File: config.mk
export PLATFORM = sky130hd
export DESIGN_NAME = if_id_queue
export DESIGN_NICKNAME = d
export VERILOG_FILES = /design/src/rtl/if_id_queue.sv
export SDC_FILE = /design/constraint.sdc
export NUM_CORES = 1
export LEC_CHECK = 0
export BUFFER_PORTS_ARGS = -buffer_cell sky130_fd_sc_hd__buf_2
export CAP_MARGIN = 20
export CORE_MARGIN = 4
export CORE_UTILIZATION = 50
export CTS_CLUSTER_DIAMETER = 150
export DETAILED_ROUTE_END_ITERATION = 16
export HOLD_SLACK_MARGIN = 0.1
export PLACE_DENSITY = 0.82
export SYNTH_ARGS = -nofsm -noshare
export SYNTH_HDL_FRONTEND = slang
export SYNTH_SLANG_ARGS = --single-unit
File: constraint.sdc
create_clock -name clk -period 4.9 [get_ports clk]
set_input_delay 0.735 -clock clk [delete_from_list [all_inputs] [get_ports clk]]
set_output_delay 0.735 -clock clk [all_outputs]
set_load 0.05 [all_outputs]
File: src/rtl/if_id_queue.sv
// Fetch-to-decode buffer: DEPTH-entry FIFO followed by a registered decode-facing slot.
// Define IFQ_BYPASS_EN to let an accepted instruction skip the empty FIFO (1-cycle latency).
module if_id_queue #(
  parameter int          DEPTH    = 2,
  parameter logic [31:0] NOP_INST = 32'h00000001
) (
  input  logic                         clk,
  input  logic                         rst,
  input  logic [31:0]                  inst_i,
  input  logic [31:0]                  inst_addr_i,
  input  logic                         inst_valid_i,
  output logic                         inst_ready_o,
  input  logic                         hold_i,
  input  logic                         flush_i,
  output logic [31:0]                  inst_o,
  output logic [31:0]                  inst_addr_o,
  output logic                         inst_valid_o,
  output logic [$clog2(DEPTH+1)-1:0]   count_o
);

  localparam int PW = $clog2(DEPTH);
  localparam int CW = $clog2(DEPTH + 1);
  localparam logic [CW-1:0] DEPTH_C = CW'(DEPTH);

  logic [31:0]   mem_inst_r [DEPTH];
  logic [31:0]   mem_addr_r [DEPTH];
  logic [PW-1:0] wr_ptr_r;
  logic [PW-1:0] rd_ptr_r;
  logic [CW-1:0] count_r;

  logic accept_s;
  logic push_s;
  logic pop_s;
  logic bypass_s;

  assign inst_ready_o = (count_r < DEPTH_C);
  assign count_o      = count_r;

  // A flush drops the same-cycle input even though ready may be high.
  assign accept_s = inst_valid_i & inst_ready_o & ~flush_i;
  assign pop_s    = ~hold_i & ~flush_i & (count_r != {CW{1'b0}});

`ifdef IFQ_BYPASS_EN
  assign bypass_s = accept_s & ~hold_i & (count_r == {CW{1'b0}});
`else
  assign bypass_s = 1'b0;
`endif

  assign push_s = accept_s & ~bypass_s;

  // Pointer and occupancy bookkeeping; pointers wrap naturally since DEPTH is a power of two.
  always_ff @(posedge clk) begin
    if (!rst) begin
      wr_ptr_r <= {PW{1'b0}};
      rd_ptr_r <= {PW{1'b0}};
      count_r  <= {CW{1'b0}};
    end else if (flush_i) begin
      wr_ptr_r <= {PW{1'b0}};
      rd_ptr_r <= {PW{1'b0}};
      count_r  <= {CW{1'b0}};
    end else begin
      if (push_s) begin
        wr_ptr_r <= wr_ptr_r + PW'(1);
      end
      if (pop_s) begin
        rd_ptr_r <= rd_ptr_r + PW'(1);
      end
      count_r <= count_r + CW'(push_s) - CW'(pop_s);
    end
  end

  // FIFO storage write port; contents are don't-care until referenced by count.
  always_ff @(posedge clk) begin
    if (push_s) begin
      mem_inst_r[wr_ptr_r] <= inst_i;
      mem_addr_r[wr_ptr_r] <= inst_addr_i;
    end
  end

  // Decode-facing output register: FIFO head takes priority over bypass to keep ordering.
  always_ff @(posedge clk) begin
    if (!rst || flush_i) begin
      inst_o       <= NOP_INST;
      inst_addr_o  <= 32'h00000000;
      inst_valid_o <= 1'b0;
    end else if (!hold_i) begin
      if (pop_s) begin
        inst_o       <= mem_inst_r[rd_ptr_r];
        inst_addr_o  <= mem_addr_r[rd_ptr_r];
        inst_valid_o <= 1'b1;
      end else if (bypass_s) begin
        inst_o       <= inst_i;
        inst_addr_o  <= inst_addr_i;
        inst_valid_o <= 1'b1;
      end else begin
        inst_o       <= NOP_INST;
        inst_addr_o  <= 32'h00000000;
        inst_valid_o <= 1'b0;
      end
    end
  end

endmodule

# Yosys cells after proc, flatten, opt, wreduce, memory -nomap -nowiden

Memory sizes are Yosys's and may differ from the RTL's. A register that Yosys moved wholly into a read port is not among the register bits.
Cells that the tools add are included.

Register bits: 69
RAM bits: 128
Input bits: 69
Memories kept: 2

Memories:

| name       | words | bits a word | rd ports | clocked after Yosys merged registers in | write ports | RTL line | source |
|---|---|---|---|---|---|---|---|
| mem_addr_r | 2     | 32          | 1        | 1                                       | 1           | 26       | `logic [31:0] mem_addr_r [DEPTH];` |
| mem_inst_r | 2     | 32          | 1        | 1                                       | 1           | 25       | `logic [31:0] mem_inst_r [DEPTH];` |

Add/sub/neg operators: 4
$lt $le $gt $ge: 1
Muxes and demuxes: 9
Bitwise operators: 7
Reductions and logical operators: 4

Operator list:

| operator                                          | number |
|---|---|
| 2-to-1 mux 32 bit                                 | 2 |
| 2-to-1 mux 1 bit                                  | 7 |
| bitwise AND 1 bit                                 | 4 |
| NOT 1 bit                                         | 3 |
| adder 1 bit, second input constant                | 2 |
| adder 2 x 1 -> 2 bit                              | 1 |
| less-than comparator 2 bit, second input constant | 1 |
| nonzero test 2 bit                                | 1 |
| OR reduction 2 bit                                | 1 |
| subtractor 2 x 1 -> 2 bit                         | 1 |
| zero test 1 bit                                   | 1 |
| logical OR 1 bit                                  | 1 |

# Logic depth before layout (Yosys ltp)

Gate-level depths: netlist of the first run.

Depth in word-level cells: 5
Depth in mapped cells: 11

# Least setup slack after synthesis of the first run

No wires, ideal clock.

Kind: input to register
Start: input port inst_valid_i
End: memory mem_addr_r[0][0], enable pin
Library setup time: 0.486 ns
Data arrival time: 3.707 ns
Data required time: 4.414 ns
Path slack: 0.706 ns
Cell stages on the path: 3
Cells stage by stage: nor2b_1 > nand2b_1 > nor2_1

Word-level cells in the longest chain between the ends: 4

RTL lines:

| item                                   | RTL line | source |
|---|---|---|
| from (decl)                            | 11       | `input logic inst_valid_i,` |
| bitwise AND 1 bit (2 in series)        | 40       | `assign accept_s = inst_valid_i & inst_ready_o & ~flush_i;` |
| 2-to-1 mux 1 bit                       | 74       | `if (push_s) begin` |
| 2-to-1 mux 1 bit (implied by the code) | 76       | `mem_addr_r[wr_ptr_r] <= inst_addr_i;` |
| to (decl)                              | 26       |  |

No other way between the ends.

# Final worst setup path of the first run

Start: input port inst_valid_i
End: memory mem_inst_r[0][19], enable pin

Word-level cells in the longest chain between the ends: 4

RTL lines:

| item                                   | RTL line | source |
|---|---|---|
| bitwise AND 1 bit (2 in series)        | 40       |  |
| 2-to-1 mux 1 bit                       | 74       |  |
| 2-to-1 mux 1 bit (implied by the code) | 75       | `mem_inst_r[wr_ptr_r] <= inst_i;` |
| to (decl)                              | 25       |  |

No other way between the ends.

==> flow_metrics.py, run 1 <==
metrics = {
    "floorplan": {
        "die_area_um2": 16600,
        "die_h_um": 129,
        "rows": 43,
        "start_util_pct": 51.8,
        "core_um2": 14100,
        "die_x_um": 129,
        "design.portCount": 137,
    },
    "placement": {
        "place_area_um2": 8060,
        "place_inst": 739,
        "place_ws_ps": 2080,
        "post-dp-hpwl_mm": 9.02,
        "io_buffers": 136,
        "gp_congestion": 0.787,
    },
    "logic_synthesis": {
        "syn_nets": 525,
        "synth.top_cell.area_share_pct": 52.6,
        "netlist_instances": 454,
        "synth_seq_cells": 198,
        "yosysTopAreaCell": "edfxtp_1",
        "yosys-top-cells-area": "edfxtp_1 (53%), dfxtp_1 (19%), mux2_4 (8.2%)",
        "netlist_area_um2": 7310,
        "synth-seq-area-share_pct": 71.8,
        "ys.warnings.count": 0,
        "yosysUniqueCellTypes": 25,
        "syn_avg_cell_area_um2": 16.1,
    },
    "clocking": {
        "cts-root-buf": "clkbuf_16",
        "clkSlewWorstSetupHoldPaths_ps": 60,
        "cts_hold_buf": 0,
        "cts_setup_buffers": 0,
        "cts_tree": "built",
        "ctsResizeCount": 0,
        "insertion_delay_ps": 430,
        "cts.sinks": 198,
        "clockBufferDepth": 2,
        "numCtsBuffers": 17,
        "h-tree-depth": 4,
    },
    "cells_and_area": {
        "n_antenna_cell": 0,
        "drive_gt1_share_pct": 40.9,
        "fin_area_um2": 8620,
        "finalNonFillerCells": 771,
        "fin_nets": 649,
        "synthToLayoutAreaGrowth_pct": 18.0,
        "finish.utilization_pct": 61.2,
    },
    "worst_setup_path": {
        "cp_top_family": "simple AND/OR/NAND/NOR gates",
        "max_stage_delay_ps": 600,
        "worstSetupPathType": "in2reg",
        "cp-end-kind": "register",
        "cp.buffers_inverters": 2,
        "crit_chain": "buf_2 > nor2b_1 > nand2b_1 > nor2_4 > buf_4",
        "r2r_setup_slack_ps": 2590,
        "critPathSlowestCell": "buf_4",
        "arrival_ps": 2410,
        "start_kind": "input port",
        "required_ps": 4960,
        "crit_fanout": 42,
    },
    "routing": {
        "avgViaCountPerCell": 5.60,
        "antenna_left": 0,
        "wl_mm": 14.6,
        "drt_iter0_drc": 272,
        "drt_drc_violations_left": 0,
        "first_pass_iters": 8,
        "num_vias": 4320,
        "wl_per_cell_um": 19.0,
    },
    "timing": {
        "tns_ps": 0,
        "hold_viol": 0,
        "rsz0062_at_grt": "no",
        "fin_crit_ps": 2350,
        "fin_ws_ps": 2550,
        "setup_viol": 0,
        "maxSlewViolCount": 0,
        "min_period_over_period_pct": 47.9,
        "clock_skew_ps": 11.1,
        "slew_headroom_pct": 26.8,
        "holdWs_ps": 480,
        "worst_pin_slew_ps": 1100,
        "clock.fmax_ghz": 0.426,
    },
    "pwr": {
        "power.total_mw": 3.28,
        "power_density_nw_per_um2": 380,
        "leakage_nw": 3.23,
        "ir_drop_mv": 0.240,
    },
    "min_path": {
        "hp-class": "reg2reg",
    },
    "global_routing": {
        "grt_start_max_net_pins": 69,
        "grt_pass1_vias": 4261,
        "grt_pass1_wl_mm": 22.7,
        "overflow": 0,
        "grt_usage_pct": 17.8,
        "antenna_found_initial": 1,
    },
    "run": {
        "drv_cap": 0,
    },
    "run_status": {
        "status": "complete, no violations",
    },
}
area by class of cell:
class                      instances  area [µm²]
inverter                           5        18.8
multi-input combinational        214        1840
tap                              180         225
clock buffer                      18         450
clock inverter                    14         110
timing repair buffer             142         726
sequential                       198        5250
fill                            1033        5480
power by group:
part | total, mW | switching [mW] | internal (mW)
Clock | 1.30 | 0.606 | 0.690
Sequential | 1.83 | 0.0121 | 1.81
Combinational | 0.156 | 0.0974 | 0.0591
Total | 3.28 | 0.716 | 2.56
worst reg2reg max path, cell delays in order (launching register included):
cell	delay [ps]
dfxtp_1	340
nor2b_1	190
nand2b_1	200
nor2_4	580
buf_4	610
placed cells by master, fill, tap and decap left out, drive strengths merged:
master and n:
a22oi 1, buf 142, clkinvlp 1, clkbuf 18, dfxtp 70, or2 2
ha 2, and2 1, xnor2 3, mux2 63, nand3b 1, a21bo 1
nand2b 2, edfxtp 128, clkinv 6, a32oi 64, inv 12, a21oi 2
nor2 70, nor2b 1, mux2i 1
logic make-up after synthesis:
logic type,count (synthesis),share of synthesized area [%]
and+or+nand+nor,77,4.21
buffers and inverters,42,3.37
adders and majority gates,2,0.342
muxes,64,11.9
xor gates and xnor gates,3,0.360
DFF,198,71.8
AOI/OAI and AO/OA,68,8.05
synthesized netlist by cell type, drive strengths merged:
library cell  count
edfxtp          128
dfxtp            70
nor2             70
a32oi            64
mux2             63
buf              21
clkbuf           16
inv               5
xnor2             3
a21oi             2
ha                2
nand2b            2
or2               2
a21bo             1
a22oi             1
and2              1
mux2i             1
nand3b            1
nor2b             1
routing by layer:
metal	GRT usage (%)	share of wire, %	vias to the layer above	wire length [µm]
li1	-	-	1994	-
met1	23.3	41	2123	5980
met2	28.2	50	169	7270
met3	5.15	7.1	32	1030
met4	7.04	2.3	2	333
met5	0	0.089	-	13
path summary, 6_finish.rpt:
path                                      from                      endpoint  cells after the start
setup / recovery                  inst_valid_i   mem_inst_r[0][19]$_DFFE_PP_                      5
hold / removal    inst_addr_o[15]$_SDFFE_PP0N_  inst_addr_o[15]$_SDFFE_PP0N_                      2
setup reg to reg         count_o[1]$_SDFF_PP0_   mem_inst_r[0][19]$_DFFE_PP_                      4
hold reg to reg   inst_addr_o[15]$_SDFFE_PP0N_  inst_addr_o[15]$_SDFFE_PP0N_                      2
registers in the layout, indices dropped and copies added, names as in the netlist, named ones only:
| register | count |
|---|---|
| mem_addr_r | 64 |
| inst_valid_o | 1 |
| wr_ptr_r | 1 |
| mem_inst_r | 64 |
| inst_o | 32 |
| count_o | 2 |
| inst_addr_o | 32 |
| rd_ptr_r | 1 |
No activity file was read; power rests on OpenSTA's default activity.
==> inputs of run 2 (changes only) <==
==> constraint.sdc (replaced) <==
create_clock -name clk -period 2.4 [get_ports clk]
set_input_delay 0.36 -clock clk [delete_from_list [all_inputs] [get_ports clk]]
set_output_delay 0.36 -clock clk [all_outputs]
set_load 0.05 [all_outputs]
==> run 2 against run 1 <==
Compared with the run above:
- core utilization up 0.54 points
- final cell count up 0.26%
- sequential power up 100%
- global-route usage about the same
- non-clock buffer count up 2
- die area unchanged
- first-iteration DRC count up 7.7%
- design area up 0.89%
- sequential cell count unchanged
- largest cell class unchanged
- highest routed layer is now met4
==> flow_metrics.py, run 2 (synthesized netlist as in run 1, its figures left out) <==
metrics = {
    "worst_setup_path": {
        "worstSetupPathType": "reg2reg",
        "crit_fanout": 4,
        "critPathSlowestCell": "dfxtp_1",
        "max_stage_delay_ps": 330,
        "cp_top_family": "simple AND/OR/NAND/NOR gates",
        "arrival_ps": 2100,
        "cp.buffers_inverters": 1,
        "crit_chain": "or2_2 > and2_1 > ha_1 > inv_1 > ha_1 > xnor2_1 > xnor2_1 > nor2_1",
        "required_ps": 2710,
        "cp-end-kind": "register",
        "start_kind": "register",
    },
    "clocking": {
        "cts.sinks": 198,
        "insertion_delay_ps": 430,
        "clkSlewWorstSetupHoldPaths_ps": 70,
        "h-tree-depth": 4,
        "numCtsBuffers": 17,
        "cts_tree": "built",
        "cts_hold_buf": 0,
        "cts-root-buf": "clkbuf_16",
        "ctsResizeCount": 0,
        "clockBufferDepth": 2,
        "cts_setup_buffers": 0,
    },
    "min_path": {
        "hp-class": "in2reg",
    },
    "pwr": {
        "ir_drop_mv": 0.493,
        "swShare_pct": 20.5,
        "power.total_mw": 6.72,
        "power_density_nw_per_um2": 772,
        "p_switching_mw": 1.38,
        "power_frac_clock_pct": 39.6,
        "p_comb_share_pct": 4.9,
        "seqPwrFrac_pct": 55.5,
        "p_int_mw": 5.34,
        "leakage_nw": 3.26,
    },
    "timing": {
        "worst_pin_slew_ps": 784,
        "setup_viol": 0,
        "tns_ps": 0,
        "holdWs_ps": 124,
        "clock_skew_ps": 11.7,
        "maxSlewViolCount": 0,
        "slew_headroom_pct": 47.8,
        "fin_crit_ps": 1790,
        "min_period_over_period_pct": 74.8,
        "fin_ws_ps": 605,
        "hold_viol": 0,
        "clock.fmax_ghz": 0.557,
        "rsz0062_at_grt": "no",
    },
    "run": {
        "drv_cap": 0,
    },
    "global_routing": {
        "antenna_found_initial": 0,
        "grt_pass1_vias": 4465,
        "grt_pass1_wl_mm": 22.5,
        "overflow": 0,
        "grt_start_max_net_pins": 68,
        "grt_usage_pct": 17.8,
    },
    "cells_and_area": {
        "finalNonFillerCells": 773,
        "synthToLayoutAreaGrowth_pct": 19.0,
        "layout_common_cells": "buf_2 (136), edfxtp_1 (128), dfxtp_1 (69)",
        "n_antenna_cell": 0,
        "drive_gt1_share_pct": 40.3,
        "fin_nets": 651,
        "layout_commonest_cell": "buf_2",
        "fillerInstances": 1045,
        "reg.largest.list": "mem_addr_r x64, mem_inst_r x64",
    },
    "routing": {
        "drt_iter0_drc": 293,
        "wl_per_cell_um": 19.1,
        "wl_mm": 14.8,
        "num_vias": 4280,
        "avgViaCountPerCell": 5.54,
        "first_pass_iters": 4,
        "drt_drc_violations_left": 0,
        "antenna_left": 0,
    },
    "run_status": {
        "status": "complete, no violations",
    },
    "floorplan": {
        "die_area_um2": 16600,
        "core_um2": 14100,
        "die_h_um": 129,
        "rows": 43,
        "die_x_um": 129,
        "design.portCount": 137,
        "start_util_pct": 51.8,
    },
    "placement": {
        "gp_congestion": 0.740,
        "place_inst": 741,
        "post-dp-hpwl_mm": 8.77,
        "place_ws_ps": 511,
        "io_buffers": 136,
    },
}
run 2: cell count changes in the layout (fill, tap and decap cells not counted), sizes merged:
cell	previous run	this run
clkbuf	18	26
clkinv	6	4
buf	142	144
inv	12	7
clkinvlp	1	0
run 2: power by group through the flow:
stage	combinational, mW	clock [mW]	sequential [mW]
3_5_place_dp	0.331	0	3.80
4_1_cts	0.333	2.73	3.73
2_1_floorplan	0.184	0	3.82
3_3_place_gp	0.316	0	3.80
5_1_grt	0.356	2.87	3.73
6_report	0.331	2.66	3.73
run 2: metrics by stage:
step | util (%) | cell area [µm²]
finish | 61.7 | 8700
global route | 61.7 | 8700
CTS | 61.7 | 8700
detailed placement | 57.7 | 8140
global placement | 57.7 | 8140
floorplan | - | 7310
run 2: path summary, 6_finish.rpt:
kind / startpoint / end / slack [ps] / cells past startpoint
max: count_o[1]$_SDFF_PP0_ / count_o[1]$_SDFF_PP0_ / 610 / 8
min: inst_i[13] / mem_inst_r[0][13]$_DFFE_PP_ / 120 / 1
min reg2reg: inst_addr_o[9]$_SDFFE_PP0N_ / inst_addr_o[9]$_SDFFE_PP0N_ / 480 / 2
max reg2reg: count_o[1]$_SDFF_PP0_ / count_o[1]$_SDFF_PP0_ / 610 / 8
run 2: cell type report:
class / count / area, µm² / area share, %
repair buffers: 144 / 803 / 9.24
well taps: 180 / 225 / 2.59
clock buffers: 26 / 522 / 6.00
multi-input cells: 214 / 1840 / 21.2
clock inverters: 6 / 37.5 / 0.432
flip-flops and latches: 198 / 5250 / 60.4
inverters: 5 / 18.8 / 0.216
run 2: metal layers:
layer	vias to the layer above	global-route usage [%]	wire length, µm
met3	13	4.40	843
li1	1988	-	-
met2	162	31.5	7760
met4	0	7.10	152
met5	-	0	0
met1	2117	20.8	6020
